<file path="config.mk">
export PLATFORM = sky130hd
export DESIGN_NAME = serial_bit_streamer
export DESIGN_NICKNAME = d
export VERILOG_FILES = /design/src/rtl/serial_bit_streamer.sv
export SDC_FILE = /design/constraint.sdc
export NUM_CORES = 1
export LEC_CHECK = 0
export BUFFER_PORTS_ARGS = -buffer_cell sky130_fd_sc_hd__buf_2
export CAP_MARGIN = 10
export CORE_MARGIN = 2
export CORE_UTILIZATION = 47
export CTS_CLUSTER_SIZE = 16
export DETAILED_ROUTE_END_ITERATION = 6
export GPL_ROUTABILITY_DRIVEN = 0
export PLACE_DENSITY = 0.78
export SETUP_SLACK_MARGIN = 0.05
export SYNTH_ARGS = -nofsm -noshare
export SYNTH_HDL_FRONTEND = slang
export SYNTH_SLANG_ARGS = --single-unit
</file>
<file path="constraint.sdc">
create_clock -name clk -period 1.6 [get_ports clk]
set_clock_uncertainty 0.2 [all_clocks]
set_input_delay 0.08 -clock clk [delete_from_list [all_inputs] [get_ports clk]]
set_output_delay 0.08 -clock clk [all_outputs]
set_load 0.01 [all_outputs]
</file>
<file path="src/rtl/serial_bit_streamer.sv">
// rtl/serial_bit_streamer.sv - parallel word to MSB-first 1-bit stream with valid/ready load
// Optional even-parity bit after the data bits: define SERIAL_PARITY_EN.
module serial_bit_streamer #(
    parameter int   WIDTH       = 8,
    parameter int   CLK_PER_BIT = 1,
    parameter logic IDLE_LEVEL  = 1'b0
) (
    input  logic             clk,
    input  logic             rst_n,
    input  logic             load_valid,
    output logic             load_ready,
    input  logic [WIDTH-1:0] load_data,
    output logic             ser_x,
    output logic             ser_valid,
    output logic             busy,
    output logic             done
);

`ifdef SERIAL_PARITY_EN
    localparam int FRAME = WIDTH + 1;
`else
    localparam int FRAME = WIDTH;
`endif
    localparam int BW = $clog2(FRAME) + 1;
    localparam int DW = $clog2(CLK_PER_BIT) + 1;
    localparam logic [DW-1:0] DIV_LAST  = DW'(CLK_PER_BIT - 1);
    localparam logic [BW-1:0] DATA_LAST = BW'(WIDTH - 1);

    typedef enum logic [1:0] {
        IDLE  = 2'd0,
        SHIFT = 2'd1,
        PAR   = 2'd2
    } state_t;

    state_t           state_q, state_d;
    logic [WIDTH-1:0] shreg_q, shreg_d;
    logic [BW-1:0]    bit_cnt_q, bit_cnt_d;
    logic [DW-1:0]    div_cnt_q, div_cnt_d;
    logic             ser_x_q, ser_x_d;
    logic             ser_valid_q, ser_valid_d;
    logic             done_q, done_d;
    logic             div_wrap;
`ifdef SERIAL_PARITY_EN
    logic             par_q, par_d;
`endif

    assign load_ready = (state_q == IDLE);
    assign busy       = ~load_ready;
    assign div_wrap   = (div_cnt_q == DIV_LAST);

    always_comb begin
        state_d   = state_q;
        shreg_d   = shreg_q;
        bit_cnt_d = bit_cnt_q;
        div_cnt_d = div_cnt_q;
`ifdef SERIAL_PARITY_EN
        par_d     = par_q;
`endif
        case (state_q)
            IDLE: begin
                if (load_valid) begin
                    state_d   = SHIFT;
                    shreg_d   = load_data;
                    bit_cnt_d = '0;
                    div_cnt_d = '0;
`ifdef SERIAL_PARITY_EN
                    par_d     = ^load_data;
`endif
                end
            end
            SHIFT: begin
                if (div_wrap) begin
                    div_cnt_d = '0;
                    shreg_d   = shreg_q << 1;
                    if (bit_cnt_q == DATA_LAST) begin
`ifdef SERIAL_PARITY_EN
                        state_d   = PAR;
                        bit_cnt_d = bit_cnt_q + BW'(1);
`else
                        state_d   = IDLE;
                        bit_cnt_d = '0;
`endif
                    end else begin
                        bit_cnt_d = bit_cnt_q + BW'(1);
                    end
                end else begin
                    div_cnt_d = div_cnt_q + DW'(1);
                end
            end
`ifdef SERIAL_PARITY_EN
            PAR: begin
                if (div_wrap) begin
                    state_d   = IDLE;
                    div_cnt_d = '0;
                    bit_cnt_d = '0;
                end else begin
                    div_cnt_d = div_cnt_q + DW'(1);
                end
            end
`endif
            default: begin
                state_d   = IDLE;
                bit_cnt_d = '0;
                div_cnt_d = '0;
            end
        endcase
    end

    // Outputs are registered from the next-state decode so they line up with
    // the cycle the state machine is actually in, without a cycle of lag.
    always_comb begin
        ser_valid_d = (state_d != IDLE);
        ser_x_d     = IDLE_LEVEL;
        done_d      = 1'b0;
        if (state_d == SHIFT) begin
            ser_x_d = shreg_d[WIDTH-1];
        end
`ifdef SERIAL_PARITY_EN
        if (state_d == PAR) begin
            ser_x_d = par_d;
            done_d  = (div_cnt_d == DIV_LAST);
        end
`else
        if (state_d == SHIFT) begin
            done_d = (div_cnt_d == DIV_LAST) && (bit_cnt_d == DATA_LAST);
        end
`endif
    end

    always_ff @(posedge clk or negedge rst_n) begin
        if (!rst_n) begin
            state_q     <= IDLE;
            shreg_q     <= '0;
            bit_cnt_q   <= '0;
            div_cnt_q   <= '0;
            ser_x_q     <= IDLE_LEVEL;
            ser_valid_q <= 1'b0;
            done_q      <= 1'b0;
`ifdef SERIAL_PARITY_EN
            par_q       <= 1'b0;
`endif
        end else begin
            state_q     <= state_d;
            shreg_q     <= shreg_d;
            bit_cnt_q   <= bit_cnt_d;
            div_cnt_q   <= div_cnt_d;
            ser_x_q     <= ser_x_d;
            ser_valid_q <= ser_valid_d;
            done_q      <= done_d;
`ifdef SERIAL_PARITY_EN
            par_q       <= par_d;
`endif
        end
    end

    assign ser_x     = ser_x_q;
    assign ser_valid = ser_valid_q;
    assign done      = done_q;

endmodule

</file>
[After elaboration in Yosys (flattened, before gate mapping)]
Cells that the tools add are included.
Operators by class
  bitwise logic cells: 2
  mux-type cells: 16
  add/subtract/negate cells: 2
  equality and inequality tests: 6
  reduce and logical (&&, ||, !) cells: 5
Operator list (number)
  2-to-1 mux 8 bit: 2
  one-hot mux 8 bit (2 select lines): 1
  2-to-1 mux 4 bit: 3
  == test 4 x 3 -> 1 bit, second input constant: 2
  one-hot mux 4 bit (2 select lines): 1
  2-to-1 mux 2 bit: 3
  adder 4 x 1 -> 4 bit, second input constant: 1
  == test 2 x 1 -> 1 bit, second input constant: 2
  2-to-1 mux 1 bit: 4
  inequality test 2 bit, second input constant: 2
  one-hot mux 2 bit (2 select lines): 1
  nonzero test 2 bit: 2
  AND reduction 3 bit: 1
  logical NOT 2 bit: 1
  NOT 1 bit: 2
  one-hot mux 1 bit (2 select lines): 1
  adder 1 bit, second input constant: 1
  logical AND 1 bit: 1
Word-level totals
  flip-flop bits (word level): 18
  word-level logic and storage cells: 39

[Depth between registers and ports, before layout]
Gate-level depths: netlist of the first run.
  depth in word-level cells: 7
  gate-level depth with buffers: 6
  depth with buffers taken out: 5

[Least setup slack after synthesis of the first run]
OpenSTA, ideal clock, no wires.
  kind: register -> register
  start: register bit_cnt_q[0]
  end: register done_q (netlist: done)
  data arrival time: 1233 ps
  cell stages (with the launch flop): 6
  slack: 42 ps
  library setup time: 125 ps
  buffers on the path: 0
  cells stage by stage: dfrtp_1 -> ha_1 -> nor2b_1 -> a31o_2 -> o2bb2ai_2 -> nor4b_2
Between the ends
  cells in the longest elaborated chain, start to end: 7
  elaborated cells on any way between the ends: 13
  those cells by class: add/sub: 1; eq/ne: 3; mux: 8; reduce/logical: 1
Ends and longest elaborated chain
  start: declaration: RTL line 37  | logic [BW-1:0] bit_cnt_q, bit_cnt_d;
  start signal: assignment: RTL line 145  | bit_cnt_q <= bit_cnt_d;
  adder 4 x 1 -> 4 bit / == test 4 x 3 -> 1 bit (equally long branches): RTL line 84, 75
  2-to-1 mux 4 bit *: RTL line 75  | if (bit_cnt_q == DATA_LAST) begin
  2-to-1 mux 4 bit *: RTL line 72  | if (div_wrap) begin
  one-hot mux 4 bit (2 select lines) *: RTL line 59  | case (state_q)
  named net bit_cnt_d[3]: RTL line 37
  == test 4 x 3 -> 1 bit *: RTL line 125  | done_d = (div_cnt_d == DIV_LAST) && (bit_cnt_d == DATA_LAST);
  logical AND 1 bit *: RTL line 125
  2-to-1 mux 1 bit *: RTL line 124  | if (state_d == SHIFT) begin
  named net done_d: RTL line 41  | logic done_q, done_d;
  end signal: assignment: RTL line 149  | done_q <= done_d;
  end: declaration: RTL line 41
Mark *: on every way through the listed nets, which the timed path passes. The rest lies on a longest branch.
A chain may end at the register's enable or synchronous reset.

[Worst setup path in the final report of the first run]
  start: register state_q[1]
  end: register done_q (netlist: done)
Between the ends
  cells in the longest elaborated chain, start to end: 5
  elaborated cells on any way between the ends: 13
  those cells by class: eq/ne: 3; mux: 7; bitwise: 1; reduce/logical: 2
Ends and longest elaborated chain
  start: declaration: RTL line 35  | state_t state_q, state_d;
  start signal: assignment: RTL line 143  | state_q <= state_d;
  == test 2 x 1 -> 1 bit, or another cell as far along: RTL line 59
  one-hot mux 4 bit (2 select lines), or another cell as far along: RTL line 59
  == test 4 x 3 -> 1 bit, or another cell as far along: RTL line 125
  logical AND 1 bit / == test 2 x 1 -> 1 bit (equally long branches): RTL line 125, 124
  2-to-1 mux 1 bit *: RTL line 124
  named net done_d: RTL line 41
Marks and branches as above.

==> results list, run 1 <==
* Maximum number of pins on one net before global-route repair: 19
- In this run the static leakage power is 0.576 nW.
* Class of the most critical hold timing path: in2async
- The most used flip-flop cell after synthesis is dfrtp_1.
- The synthesized design contains 18 register bits.
* Port-buffer cells: 15
- In this run, the number of DRC markers left after iteration 0 of detailed routing was 27.
- Final hold violation count: 0
- Detail Placement HPWL: 1230 um
- Power spread over the standard cell area amounts to 857 nW/um2.
* Source of the worst register-to-register timing path: state_q[1]
- From left edge to right edge, the die measures 47.0 um.
- During synthesis, Yosys emitted a total of 0 warnings.
- Layout filler cell count: 144
- By instance count, the leading cell after synthesis is dfrtp_1.
- The total overflow left after global routing is 0.
* Drt pass-1 iters: 4
- Portion of the post-synthesis area used by sequential elements: 0.517
* Fraction of final layout cells with drive strength greater than 1: 0.394
- The netlist uses 31 different library cells.
- Number of pins with negative max-slew slack in the final report: 0
- CTS sink count: 18
- At the placement stage, the worst setup path has a slack of 0.0492 ns.
- The final route contains 714 vias.
* Synthesized area per cell: 11.3 um2
* Total detailed-routing wirelength: 1930 um
* Post-route ant nets: 0
- CTS tree: done
- Synthesis-to-finish area growth: 33.2%
* Number of nets produced by synthesis: 89
* Root Buffer: clkbuf_4
- After floorplanning, the core was divided into 15 placement rows.
- Critical Path RT: 1.61 ns
- Dividing the final minimum period by the clock period gives 0.951.
- Summed instance area of the synthesized netlist: 871 um2
- No sink is reached through more buffers than the 2 on the longest clock path.
* Clock-pin slew of the registers on the worst-case setup and hold paths: 0.10 ns
* Cells after Synth: 77
- At the end of the flow the core is filled with cells to 0.672.
- Across every metal layer, demand over resource in global routing totals 0.210.
- Status: completed
- Vertical die dimension: 47.0 um
- Finish-stage setup viols: 0
- Crit Path Category: reg2reg
* Io pins: 16
- Drt wl/cell: 14.4 um
- R2r worst-path depth: 3
* Total number of H-tree levels: 1
- Most used standard cells in the synthesized netlist: 18 x dfrtp_1, 7 x a21o_1, 7 x a22o_1, 4 x nand2_1
* Yosys top cell by area: dfrtp_1
- After detailed routing, the number of vias per cell comes to 5.33.
- Global-route wire length before repair: 3110 um
- Largest fanout on the critical path: 5
- Of the post-synthesis cell area, the dominant cell type holds 0.517.
* Highest clock frequency the design can meet: 0.657 GHz
- By area the synthesized netlist is led by dfrtp_1 52%, a22o_1 7.0%, a21o_1 6.0%, buf_6 2.6%, a21oi_1 1.7%.
* EDFF count, synth: 0
- Worst r2r dst: done
* Async set or reset register ratio after synthesis: 1.00
- Setup repair after global routing could not meet its margin everywhere.
- After the last flow step, the layout net total stands at 123.
* Via count of the first global-routing pass: 663
- Counting I/O delays and the setup requirement, the final critical path takes 1.52 ns.
- Arrival time at the worst endpoint: 1.53 ns
- The number of antenna violations at the first check in global routing is 0.
- Power comes to 0.994 mW.
* Clock latency reported for the late side of the worst-skew pair: 0.29 ns
* DIE AREA: 2210 um2
* Starting Density: 0.504
* Core Area: 1730 um2
* Antenna fix cells: 0
* Summed negative setup slack over all endpoints: 0 ns
* Category of the worst setup path capture point: flop
- Clock tree synthesis inserted a total of 3 buffers.
* Peak supply drop: 0.635 mV
- Critical path launch point type: flop
- The setup check on the worst reg-to-reg path leaves a slack of 0.08 ns.
- Remaining DRCs: 0
* Setup slack of the critical path after layout: 0.0789 ns
- Across the run, the number of max-cap violations was 0.
sequential cells by signal (all words and copies together) (netlist names):
| register | flops |
|---|---|
| shreg_q | 8 |
| done | 1 |
| ser_x | 1 |
| ser_valid | 1 |
| bit_cnt_q | 4 |
| div_cnt_q | 1 |
| state_q | 2 |
what timing repair did:
action	in CTS	in global routing
hold buffers	9	0
endpoints found under the hold margin	28	0
setup endpoints to repair	2	11
buffers inserted	0	2
resized for setup	5	6
pin swaps	2	3
placed cells by master, fill, tap and decap left out:
cell,synthesis,final
a21o_1,7,7
dfrtp_1,18,15
and2_4,1,1
and2_1,1,1
buf_4,1,8
and3b_1,1,1
nor2b_2,0,1
nand2_1,4,4
buf_2,0,15
conb_1,1,1
nand2b_1,2,2
inv_1,3,3
o31ai_1,1,1
o21ai_1,1,1
a22oi_1,1,1
o21bai_1,1,1
dlygate4sd3_1,0,9
o2bb2ai_2,1,1
nor4b_2,1,1
nor2_1,3,3
nand2b_2,1,1
clkbuf_4,0,3
a32oi_1,1,1
and4b_1,1,1
a22o_1,7,7
o21ai_0,3,3
mux2_2,1,1
ha_2,0,1
a21oi_1,3,3
a31o_4,0,1
nor2_4,1,2
nor3_2,0,2
nor2_2,2,1
nor3_1,3,1
dfrtp_2,0,3
nor2b_4,0,1
layout make-up:
class / count / area [um2] / share of cell area
well taps: 25 / 31.3 / 0.0270
inverters: 3 / 11.3 / 0.00971
clock buffers: 3 / 22.5 / 0.0194
repair buffers: 32 / 225 / 0.194
flip-flops and latches: 18 / 454 / 0.392
multi-input cells: 53 / 415 / 0.358
cells by family (layout without fill, tap and decap cells):
| family | after synthesis | after routing | synth area share |
|---|---|---|---|
| AO/OA/AOI/OAI | 27 | 27 | 0.234 |
| adder cells (fa/ha/maj) | 1 | 1 | 0.0144 |
| multiplexers | 1 | 1 | 0.0129 |
| other | 1 | 1 | 0.00431 |
| buffers and inverters | 6 | 38 | 0.0474 |
| AND/OR/NAND/NOR | 23 | 23 | 0.170 |
| flip-flops | 18 | 18 | 0.517 |
per-stage QoR:
step                cells  area, um2  hold WS [ns]
global route          134       1160        0.0432
floorplan              77        871        -0.416
detailed placement    120        992        -0.170
CTS                   132       1120        0.0199
global placement      120        992        -0.173
finish                134       1160        0.0256
where the power goes:
part	leakage [nW]	switching [mW]	total, mW	internal, mW
combinational	0.332	0.0974	0.213	0.115
sequential	0.230	0.0411	0.557	0.516
clock	0.0138	0.137	0.225	0.0878
how the worst max path moves through the flow:
stage / endpoint / startpoint / slack [ns]
after floorplan: done / bit_cnt_q[0] / 0.09
after global placement: done / bit_cnt_q[0] / 0.08
after detailed placement: done / bit_cnt_q[0] / 0.05
after CTS: shreg_q[1] / state_q[1] / 0.04
after global routing: done / bit_cnt_q[0] / 0.03
final: done / state_q[1] / 0.08
worst max-delay path, cell delays in order, from the launching register on:
cell and delay, ns:
dfrtp_2 0.47, nand2b_2 0.25, a31o_4 0.25, nor4b_2 0.26
routing by layer:
layer	global-route usage	routed length (um)	up-vias
met3	0.0346	75	7
met4	0.117	52	0
li1	-	-	341
met1	0.297	889	349
met5	0	0	-
met2	0.307	911	17
Note: power is estimated with default switching activity, not from simulation.
==> run 2, diff against run 1 <==
Settings changed: CORE_UTILIZATION 47 to 44, PLACE_DENSITY 0.78 to 0.74.
==> results list, run 2 (synthesized netlist as in run 1, its figures left out) <==
- Drt wl/cell: 14.2 um
- Drt pass-1 iters: 4
* Number of pins with negative max-slew slack in the final report: 0
- Source of the worst register-to-register timing path: div_cnt_q
- Cell count after placement: 120
* Core Area: 1920 um2
- 0 antenna diodes ended up in the layout.
- The initialized floorplan defines 16 standard-cell rows.
* Leading cell types in the layout, fill and taps excluded: 15 x dfrtp_1, 15 x buf_2, 10 x buf_4, 9 x dlygate4sd3_1
* Depth of the critical timing path with buffers and inverters included: 4
* Total detailed-routing wirelength: 1980 um
* Peak supply drop: 0.587 mV
- Maximum number of pins on one net before global-route repair: 19
- Arrival time at the worst endpoint: 1.55 ns
- For this configuration, the core starts out at a cell density of 0.453.
- Buffers placed on the I/O ports in this run total 15.
- Category of the worst setup path capture point: flop
- Detail Placement HPWL: 1180 um
- Vertical die dimension: 48.5 um
- Relative to the synthesized area, the layout overhead comes to 38.9%.
- Overall global routing resource usage: 0.183
- Power density cells: 873 nW/um2
- TritonCTS built the clock tree.
- Crit Path Category: reg2reg
- Antenna violations before repair: 0
* Highest clock frequency the design can meet: 0.647 GHz
* Die X-Extent: 48.5 um
- In this design, the stage delay of the slowest critical-path cell is 0.48 ns.
- Critical path launch point type: flop
- STA puts the critical path data required time at 1.61 ns.
- TritonCTS created 3 clock buffers.
- The endpoint identified for the worst register-to-register timing path is done.
* Net count reported at finish: 125
- Count of maximum capacitance violations: 0
- Along the worst path, the maximum fanout reaches 6.
* Via count of the first global-routing pass: 735
* Standby leakage power: 0.607 nW
* Fraction of final layout cells with drive strength greater than 1: 0.411
* Unrepaired setup endpoints after global routing: true
* Remaining DRCs: 0
- The clock drives 18 sinks.
* 1st-iter DRT viols: 14
- The clock passes through at most 2 buffers.
- Cell family with the largest share of critical-path delay: simple AND/OR/NAND/NOR gates
* Largest Register: shreg_q
* Post-layout total power: 1.06 mW
* Class of the most critical hold timing path: in2reg
- Counting instances, the worst hold path has a depth of 4.
* Via-to-Cell Ratio: 5.29
- Once detail routing completed, the nets flagged for antenna violations numbered 0.
- In the finished design, the share of the clock period the worst path needs comes to 0.966.
- Summed over all layers, the global routing overflow is 0.
* Io pins: 16
* Slowest stage cell on the critical path: dfrtp_2
* Status: completed
* Min cycle time layout: 1.55 ns
- The die covers 2350 um2.
- Together, buffers and inverters on the worst path number 0.
- The first global-routing pass estimated 3400 um of wire.
- Max FFs per register: 8
- The critical path starts at div_cnt_q.
* Chain of cells forming the critical path: and4b_1, o21bai_2, o2bb2ai_4, nor4b_2
- Final hold violation count: 0
- R2r worst-path depth: 4
- Worst setup slack for register-to-register paths: 0.05 ns
- The routed layout has 736 vias.
- In this run the worst setup path terminates at done.
- Clock latency reported for the late side of the worst-skew pair: 0.29 ns
- Largest regs: shreg_q: 8 flops, bit_cnt_q: 4 flops, state_q: 2 flops
* Finish-stage setup viols: 0
* Total number of H-tree levels: 1
- Clock-pin slew of the registers on the worst-case setup and hold paths: 0.10 ns
- The tree is rooted in a clkbuf_4.
* Final non-filler cell total: 139
[run 2: per-stage QoR]
stage                     TNS [ns]  instance area, um2  hold slack [ns]  worst slack (ns)   util
after floorplan                  0                 871           -0.416            0.0927      -
after global placement           0                 980           -0.172            0.0624  0.510
after detailed placement         0                 980           -0.162            0.0412  0.510
after CTS                        0                1170           0.0293            0.0506  0.609
after global routing       -0.0235                1210           0.0503           -0.0235  0.630
final                            0                1210           0.0352            0.0540  0.630
[run 2: worst reg2reg max path, stage by stage (launching register included)]
cell and delay, ns:
dfrtp_2 0.48, and4b_1 0.32, o21bai_2 0.11, o2bb2ai_4 0.13, nor4b_2 0.23
[run 2: where the power goes]
| group | internal (mW) | switching (mW) |
|---|---|---|
| registers | 0.516 | 0.0431 |
| clock network | 0.138 | 0.136 |
| logic | 0.121 | 0.101 |
| total | 0.776 | 0.280 |
[run 2: metal layers]
layer,vias to the layer above,share of wire,GRT usage
li1,346,-,-
met1,362,0.45,0.262
met2,28,0.50,0.280
met3,0,0.058,0.0432
met4,0,0,0.0476
met5,-,0,0
[run 2: worst min path at each step]
stage / from / endpoint / slack (ns)
after floorplan: rst_n / bit_cnt_q[0] / -0.42
after global placement: rst_n / bit_cnt_q[2] / -0.17
after detailed placement: rst_n / bit_cnt_q[2] / -0.16
after CTS: load_data[7] / shreg_q[7] / 0.03
after global routing: load_data[7] / shreg_q[7] / 0.05
final: load_data[7] / shreg_q[7] / 0.04
[run 2: repair_timing]
item                                    4_1_cts  5_1_grt
endpoints found under the setup margin        3       11
buffers inserted                              3        3
resized for setup                             8        5
hold buffers                                  9        0
endpoints found under the hold margin        28        0
pin swaps                                     2        3
[run 2: layout make-up]
type	instances	area, um2
Multi-Input combinational cell	53	434
Inverter	3	11.3
Clock buffer	4	36.3
Sequential cell	18	454
Fill cell	161	712
Timing Repair Buffer	34	240
Tap cell	27	33.8
==> run 3, diff against run 2 <==
Settings changed: ABC_AREA set to 1, CTS_BUF_LIST set to sky130_fd_sc_hd__clkbuf_4 sky130_fd_sc_hd__clkbuf_8 sky130_fd_sc_hd__clkbuf_16, HOLD_SLACK_MARGIN set to 0.02.
==> results list, run 3 <==
- The share of total power dissipated in combinational logic is 0.197.
- Largest regs: shreg_q: 8 flops, bit_cnt_q: 4 flops, state_q: 2 flops
* Io pins: 16
- Data on the critical path arrives at its endpoint at 1.52 ns.
- Crit Path Category: reg2reg
- Counting flops with a built-in enable in the synthesized netlist gives 0.
* Final hold violation count: 0
- Leading cell types in the layout, fill and taps excluded: 33 x nand2_1, 17 x dfrtp_1, 15 x buf_2, 11 x inv_1, 10 x dlygate4sd3_1
- Post-layout total power: 1.03 mW
- The first detailed-routing pass took 4 iterations.
* Core Area: 1980 um2
- Summed negative setup slack over all endpoints: 0 ns
* Post-route ant nets: 0
- Antenna fix cells: 0
- Number of pins with negative max-slew slack in the final report: 0
- The clock reaches the later pin of the worst-skew pair after 0.29 ns.
- For this configuration, the core starts out at a cell density of 0.467.
* Most used cell along the critical path: nand2_1
- Drt wl/cell: 11.5 um
- Simple-gate share of the synthesized area: 0.324
- Via-to-Cell Ratio: 4.74
- In this run the critical register-to-register path is captured at done.
* Switching power of the nets: 0.286 mW
* Number of placement rows: 16
- Antenna violations before repair: 0
- Post-layout utilization of the core: 0.607
* DIE AREA: 2490 um2
- Worst setup slack for register-to-register paths: 0.11 ns
- In the final layout, flip-flops and latches occupy 452 um2.
- Switching power share of the total: 0.278
- The number of global-route vias before repair was 786.
- The compound-cell area share of the yosys netlist is 0.0716.
- Count of maximum capacitance violations: 0
* Status: completed
- Critical path capture point: done
* Synthesized area per cell: 8.49 um2
- The critical path runs through a total of 9 cells.
- Start point of the critical path: bit_cnt_q[0]
- The library cell used most frequently in the layout, excluding fill and tap cells, is nand2_1.
- Derived from the worst setup path, the maximum achievable clock frequency is 0.670 GHz.
- Of the total synthesized cell area, the portion taken by XOR and XNOR cells is 0.
- Counting every sink on the clock net gives 18.
* Main combinational cell family by area after synthesis: simple AND/OR/NAND/NOR gates
* Fraction of final layout cells with drive strength greater than 1: 0.312
* Vertical die dimension: 49.9 um
- CTS tree: done
* Cell count after placement: 151
- In the synthesized netlist the dominant register cell turns out to be dfrtp_1.
- CTS built an H-tree with a depth of 1.
- Slowest stage cell on the critical path: dfrtp_2
* Peak supply drop: 0.642 mV
* Final non-filler cell total: 168
- Unrepaired setup endpoints after global routing: true
* Net count reported at finish: 154
* Summed instance area of the synthesized netlist: 926 um2
- Max stage delay on crit path: 0.45 ns
- Summing all multi-input logic gate instances after layout gives 398 um2.
- Async set or reset register ratio after synthesis: 1.00
- Clock tree synthesis inserted a total of 3 buffers.
* Main area contributors after synthesis: dfrtp_1 49%, nand2_1 14%, nand3_1 4.9%, inv_1 4.5%, nor2_1 3.6%
* Portion of the post-synthesis area used by sequential elements: 0.486
- Synthesis-to-finish area growth: 29.9%
* 1st-iter DRT viols: 18
- Grouping stages by cell kind, the critical path spends the most delay in simple AND/OR/NAND/NOR gates.
* Final hold slack: 0.0404 ns
* Detail Placement HPWL: 1400 um
- Clock-pin slew of the registers on the worst-case setup and hold paths: 0.10 ns
- The worst setup path is launched from a flop.
- Internal cell power: 0.744 mW
* Category of the worst setup path capture point: flop
* Max FFs per register: 8
- Arithmetic-cell share of the synthesized area counting full adders, half adders and majority gates: 0.0135
* Total detailed-routing wirelength: 1940 um
* Layout filler cell count: 169
- Remaining DRCs: 0
- Final global-route overflow total: 0
* Power density cells: 857 nW/um2
- In the finished design, the share of the clock period the worst path needs comes to 0.933.
- STA puts the critical path data required time at 1.63 ns.
* Number of nets produced by synthesis: 121
- Critical path buffer and inverter count: 0
- Counting flops and latches in the post-synthesis netlist gives 18.
* Global-route wire length before repair: 3420 um
- Counting flops per register, the top entry is shreg_q.
* Maximum number of pins on one net before global-route repair: 19
* Class of the most critical hold timing path: in2async
- In this run the worst path has a maximum fanout of 4.
* Overall global routing resource usage: 0.187
* Buffers from clock root to sink, at most: 2
- Synth top area share: 0.486
* Share of total power in sequential cells: 0.533
- The die is 49.9 um wide.
- Cells after Synth: 109
- Source of the worst register-to-register timing path: bit_cnt_q[0]
- Clock tree synthesis selected as its root buffer the cell clkbuf_4.
* Most used standard cells in the synthesized netlist: 34 x nand2_1, 18 x dfrtp_1, 11 x inv_1, 9 x nand3_1, 9 x nor2_1
- Standby leakage power: 0.607 nW
- Vias after detailed routing: 796
- R2r worst-path depth: 9
- The critical path goes through ha_4, nand2_1, nand2_1, nand2_1, nand2_2, nand2_1, nor2_1, nand2_1, nor2_2.
* Yosys top cell by area: dfrtp_1
- Min cycle time layout: 1.49 ns
- Clock power frac: 0.270
- Multiplexer share of the synthesized area: 0
* YS warnings: 0
* Top-count cell post-synth: nand2_1
* Finish-stage setup viols: 0
* Port-buffer cells: 15
- Yosys mapped the design onto 21 distinct sky130hd cell types.
-- run 3: changes by cell type in the layout (fill, tap and decap cells not counted), sizes merged, moves of 4 or more --
cell,delta
nor2,+6
a21o,-7
nand2,+33
a22o,-7
buf,-5
inv,+14
o211ai,+4
nand3,+11
-- run 3: how the worst min path moves through the flow --
stage | from | end | slack (ns)
2_1_floorplan | rst_n | bit_cnt_q[0] | -0.42
3_3_place_gp | rst_n | shreg_q[4] | -0.17
3_5_place_dp | rst_n | shreg_q[4] | -0.17
4_1_cts | rst_n | state_q[0] | 0.04
5_1_grt | rst_n | shreg_q[5] | 0.07
6_report | rst_n | ser_x | 0.04
-- run 3: logic make-up after synthesis --
| logic type | Yosys count |
|---|---|
| fa+ha+maj | 1 |
| flops | 18 |
| simple gates | 61 |
| other cells | 1 |
| buf+inv | 20 |
| compound gates | 8 |
-- run 3: cell type report --
cell class | instances | share of cell area
inverter | 18 | 0.0583
sequential | 18 | 0.376
multi-input combinational | 71 | 0.331
clock buffer | 4 | 0.0302
timing repair buffer | 30 | 0.177
tap | 27 | 0.0281
-- run 3: metal layers --
metal / routed length (um) / part of all wire / global-route usage / vias to the layer above
met5: 0 / 0 / 0 / -
li1: - / - / - / 400
met4: 31 / 0.016 / 0.0833 / 0
met1: 793 / 0.41 / 0.222 / 376
met2: 1060 / 0.55 / 0.336 / 16
met3: 53 / 0.027 / 0.0212 / 4
-- run 3: timing repair --
action | 4_1_cts | 5_1_grt
buffers inserted | 3 | 0
hold buffers | 10 | 0
endpoints found under the hold margin | 32 | 0
resized for setup | 0 | 4
pin swaps | 1 | 4
endpoints found under the setup margin | 2 | 2
-- run 3: stage by stage --
step / area (um2) / setup WS (ns)
detailed placement: 1030 / 0.0243
CTS: 1190 / 0.0900
floorplan: 926 / 0.233
global placement: 1030 / 0.0608
finish: 1200 / 0.107
global route: 1200 / -0.00446
-- run 3: power groups by stage --
stage	clock network, mW	logic, mW	registers (mW)
2_1_floorplan	0	0.117	0.550
3_3_place_gp	0	0.166	0.551
3_5_place_dp	0	0.175	0.554
4_1_cts	0.286	0.202	0.545
5_1_grt	0.306	0.229	0.557
6_report	0.278	0.203	0.549
-- run 3: worst reg2reg max path: stages, from the launching register on --
cell,delay [ns]
dfrtp_2,0.45
ha_4,0.27
nand2_1,0.04
nand2_1,0.07
nand2_1,0.05
nand2_2,0.07
nand2_1,0.05
nor2_1,0.09
nand2_1,0.06
nor2_2,0.07
